==> src/rtl/regfile_wport_arb.sv <==
// Write-port arbiter: shares one register-file write port between the writeback
// stage (A) and a 2-entry FIFO of multi-cycle unit writes (B) with starvation guard and squash.
module regfile_wport_arb #(
  parameter int unsigned ASIZE        = 4,
  parameter int unsigned DSIZE        = 16,
  parameter int unsigned STARVE_LIMIT = 3
) (
  input  logic             clk,
  input  logic             rst,
  input  logic             a_valid,
  input  logic [ASIZE-1:0] a_waddr,
  input  logic [DSIZE-1:0] a_wdata,
  output logic             a_ready,
  input  logic             b_valid,
  input  logic [ASIZE-1:0] b_waddr,
  input  logic [DSIZE-1:0] b_wdata,
  output logic             b_ready,
  output logic             rf_wen,
  output logic [ASIZE-1:0] rf_waddr,
  output logic [DSIZE-1:0] rf_wdata,
  output logic [1:0]       b_count
);

  typedef enum logic {StNormal, StForce} state_e;

  state_e           state_q, state_d;
  logic [ASIZE-1:0] addr_q  [2];
  logic [ASIZE-1:0] addr_d  [2];
  logic [DSIZE-1:0] data_q  [2];
  logic [DSIZE-1:0] data_d  [2];
  logic [1:0]       stale_q, stale_d;
  logic [1:0]       count_q, count_d;
  logic [2:0]       cnt_q, cnt_d;

  logic       head_v, head_live, force_st;
  logic       grant_a, grant_b, pop, push, starved;
  logic [1:0] n_after_pop;

  always_comb begin
    head_v    = (count_q != 2'd0);
    head_live = head_v & ~stale_q[0];
    force_st  = (state_q == StForce);

    a_ready = ~rst & ~force_st;
    b_ready = ~rst & (count_q != 2'd2);
    b_count = rst ? 2'd0 : count_q;

    grant_a = a_valid & a_ready;
    grant_b = ~rst & head_live & (force_st | ~a_valid);

    rf_wen   = grant_a | grant_b;
    rf_waddr = grant_a ? a_waddr : addr_q[0];
    rf_wdata = grant_a ? a_wdata : data_q[0];

    // A stale head leaves without a write, so A keeps the port that cycle.
    pop     = head_v & (grant_b | stale_q[0]);
    push    = b_valid & b_ready;
    starved = head_live & ~grant_b;
  end

  always_comb begin
    addr_d      = addr_q;
    data_d      = data_q;
    stale_d     = stale_q;
    n_after_pop = count_q;

    if (pop) begin
      addr_d[0]   = addr_q[1];
      data_d[0]   = data_q[1];
      stale_d[0]  = stale_q[1];
      n_after_pop = count_q - 2'd1;
    end
    if (push) begin
      addr_d[n_after_pop[0]]  = b_waddr;
      data_d[n_after_pop[0]]  = b_wdata;
      stale_d[n_after_pop[0]] = 1'b0;
    end
    count_d = n_after_pop + {1'b0, push};

    // A is younger than everything queued, including a same-cycle push.
    if (grant_a) begin
      for (int i = 0; i < 2; i++) begin
        if (addr_d[i] == a_waddr) stale_d[i] = 1'b1;
      end
    end
  end

  always_comb begin
    cnt_d   = cnt_q;
    state_d = state_q;

    if (!head_v || pop) begin
      cnt_d = 3'd0;
    end else if (starved) begin
      cnt_d = (cnt_q == 3'd7) ? cnt_q : cnt_q + 3'd1;
    end

    unique case (state_q)
      StNormal: begin
        if (starved && (32'(cnt_q) + 32'd1 >= STARVE_LIMIT)) state_d = StForce;
      end
      StForce: begin
        if (pop) state_d = StNormal;
      end
      default: state_d = StNormal;
    endcase
  end

  always_ff @(posedge clk) begin
    if (rst) begin
      state_q <= StNormal;
      stale_q <= 2'b00;
      count_q <= 2'd0;
      cnt_q   <= 3'd0;
      for (int i = 0; i < 2; i++) begin
        addr_q[i] <= '0;
        data_q[i] <= '0;
      end
    end else begin
      state_q <= state_d;
      stale_q <= stale_d;
      count_q <= count_d;
      cnt_q   <= cnt_d;
      addr_q  <= addr_d;
      data_q  <= data_d;
    end
  end

endmodule

==> config.mk <==
export PLATFORM = sky130hd
export DESIGN_NAME = regfile_wport_arb
export DESIGN_NICKNAME = d
export VERILOG_FILES = /design/src/rtl/regfile_wport_arb.sv
export SDC_FILE = /design/constraint.sdc
export NUM_CORES = 1
export LEC_CHECK = 0
export BUFFER_PORTS_ARGS = -buffer_cell sky130_fd_sc_hd__buf_4
export CAP_MARGIN = 25
export CORE_MARGIN = 1
export CORE_UTILIZATION = 56
export CTS_CLUSTER_SIZE = 14
export DETAILED_ROUTE_END_ITERATION = 16
export PLACE_DENSITY = 0.85
export SYNTH_ARGS = -nofsm -noshare
export SYNTH_HDL_FRONTEND = slang
export SYNTH_SLANG_ARGS = --single-unit
==> constraint.sdc <==
create_clock -name clk -period 3.67 [get_ports clk]
set_input_delay 0 -clock clk [delete_from_list [all_inputs] [get_ports clk]]
set_output_delay 0 -clock clk [all_outputs]
set_load 0.01 [all_outputs]
==> summary.txt <==
Floorplanning
  – Core Box Area: 4140 um2
  – Die Y: 68.9 um
  – Initial core utilization: 60.6%
  – Die Wd: 68.9 um
  – Die footprint: 4750 um2
  – Number of top-level pins: 69
  – Row count: 23

Clock network
  – CTS sink count: 48
  – H-tree depth: 2
  – CTS root buf: clkbuf_8
  – Clock slew at reported path FFs: 0.09 ns
  – Clock Path Buffers: 2
  – Setup bufs post-CTS: 0
  – CTS tree: built
  – Total CTS buffers: 5
  – Clock Latency Late Sink: 0.30 ns

Yosys
  – Syn Area/Cell: 9.03 um2
  – Syn. warnings: 0
  – Synth unique cells: 36
  – Most common cell in the netlist: dfxtp_1
  – Mapped cell area: 2510 um2
  – Sequential fraction of the synthesis area: 38.3%
  – Synthesis-stage register bit count: 48
  – Primary FF master, synth: dfxtp_1
  – Post-synth top cells: dfxtp_1, nand2_1, nor2_1
  – Synth top area cells: dfxtp_1, mux2i_1, mux2_2
  – Ys async rst share: 0%
  – Biggest area consumer among synthesized cells: dfxtp_1
  – Area share of the largest cell type after synthesis: 38.3%
  – Syn_nets: 328
  – Post-synth EDFFs: 0
  – Synthesized instance count: 278

Setup path
  – WP data arrival: 2.62 ns
  – Slowest CP cell: mux2i_2
  – Kind of critical path: flop to flop
  – Crit-path max cell delay: 0.52 ns
  – Setup crit end kind: flop
  – Worst EP required: 3.89 ns
  – CP Launch Type: flop
  – Cells on worst reg2reg path: 8
  – Crit-path cells: inv_1, ha_1, inv_1, a22oi_4, mux2i_2, mux2i_1, nor2_1, o31ai_1
  – Crit-path max FO: 8
  – Most used cell along the critical path: inv_1

Power
  – Final Power: 1.71 mW
  – Worst VDD drop: 0.000310 V
  – Switch share: 32.7%
  – Clock power frac: 23.6%
  – Total net switching power: 0.559 mW
  – PwrDens: 511 nW/um2
  – Internal: 1.15 mW
  – Comb power frac: 38.2%
  – Leak Pwr: 1.55 nW
  – Sequential share of power: 38.1%

Timing
  – Final period util: 65.4%
  – Layout Skew: 0.00462 ns
  – Post-Route Setup TNS: 0 ns
  – Min Tclk post-route: 2.40 ns
  – Setup ws final: 1.27 ns
  – Final slew viol count: 0
  – Worst slew pin tran: 0.543 ns
  – Unrepaired setup endpoints after global routing: no
  – Normalized max-slew margin: 63.8%
  – Worst hold slack: 0.00947 ns
  – Final hold vios: 0
  – # setup viols final: 0
  – Highest clock rate: 417 MHz

Flow run
  – Max Cap Viol: 0

GRT
  – Vias in the first global route: 2113
  – Grt total ovfl: 0
  – Largest net degree at the start of global routing: 54
  – GRT Total Usage: 26.8%
  – Initial antenna violation count: 0
  – First-pass GRT wire length: 9470 um

Placed design
  – Setup WS pre-CTS: 1.32 ns
  – IO buf count: 68
  – DP Area: 3040 um2
  – Final RePlAce weighted congestion: 0.825
  – Post-DP HPWL: 3830 um

Route
  – Residual DRC count: 0
  – DRT Pass-1 Iters: 4
  – Post-DR wirelength/cell: 14.3 um
  – Initial DRC count: 127
  – Routed Antenna Nets: 0
  – Vias: 2226
  – Via density per instance: 5.43
  – Wirelength, routed: 5860 um

Final layout
  – Layout cells sized above 1: 29.4%
  – Layout Nets: 409
  – Inserted Diodes: 0
  – Area delta synth->final: 33.6%
  – # fillers: 282
  – Design area: 3350 um2

Worst hold path
  – Worst hold path type: input pin to flop
  – WHS Path Cells: 3

Outcome
  – Status: finished clean
power by group through the flow:
stage	Clock (mW)	Combinational [mW]	Sequential, mW
2_1_floorplan	0	0.445	0.649
3_3_place_gp	0	0.614	0.663
3_5_place_dp	0	0.632	0.664
4_1_cts	0.405	0.654	0.653
5_1_grt	0.432	0.713	0.666
6_report	0.404	0.655	0.653
through the flow:
stage / cells / util [%]
after floorplan: 278 / -
after global placement: 383 / 73.4
after detailed placement: 383 / 73.4
after CTS: 410 / 80.9
after global routing: 410 / 80.9
final: 410 / 80.9
critical path: cells and delay by family, from the launching register on:
kind | cells | cell delay [ns]
DFF | 1 | 0.35
AOI/OAI and AO/OA | 2 | 0.56
adders and majority gates | 1 | 0.26
muxes | 2 | 0.83
and+or+nand+nor | 1 | 0.06
buffers and inverters | 2 | 0.26
layer usage:
layer / global-route usage, % / vias to the layer above / part of all wire, % / routed length [um]
li1: - / 1116 / - / -
met1: 32.1 / 1034 / 44 / 2590
met2: 48.1 / 67 / 50 / 2930
met3: 4.61 / 9 / 4.6 / 270
met4: 8.67 / 0 / 1.2 / 68
met5: 0 / - / 0 / 0
cell usage in the layout (no fill, tap or decap), types with 5 or more instances in the layout:
cell type      count
inv_1              8
dfxtp_1           48
xnor2_1            6
nor2b_1            7
buf_4             74
mux2i_1           31
dlygate4sd3_1     19
clkbuf_8           6
a21oi_1           19
nor2_1            34
ha_1               6
a211oi_1          17
xor2_1             5
mux2_2            20
nand2_1           34
cells by family after synthesis:
group / synth area share, %
DFF: 38.3
xor gates and xnor gates: 3.84
adders and majority gates: 2.99
muxes: 21.7
AOI/OAI and AO/OA: 12.3
and+or+nand+nor: 16.1
buffers and inverters: 4.79
final timing paths:
check                                           start                    end  slack [ns]
worst min-delay path                       b_waddr[2]   addr_q[2]$_SDFF_PP0_       0.009
worst max register to register  count_q[0]$_SDFF_PP0_  stale_q[1]$_SDFF_PP0_        1.27
worst max-delay path            count_q[0]$_SDFF_PP0_  stale_q[1]$_SDFF_PP0_        1.27
worst min register to register                   flop                   flop        0.46
repair_timing:
item / 4_1_cts / 5_1_grt
gates resized for setup: 0 / 0
hold endpoints to repair: 24 / 0
hold buffers: 19 / 0
final cells by class:
| cell class | instances | area [um2] | area share, % |
|---|---|---|---|
| clock buffer | 6 | 82.6 | 2.46 |
| clock inverter | 2 | 38.8 | 1.16 |
| inverter | 8 | 30.0 | 0.896 |
| multi-input combinational | 203 | 1430 | 42.7 |
| sequential | 48 | 961 | 28.7 |
| tap | 50 | 62.6 | 1.87 |
| timing repair buffer | 93 | 746 | 22.2 |
Power figures use the tool's default switching activity.
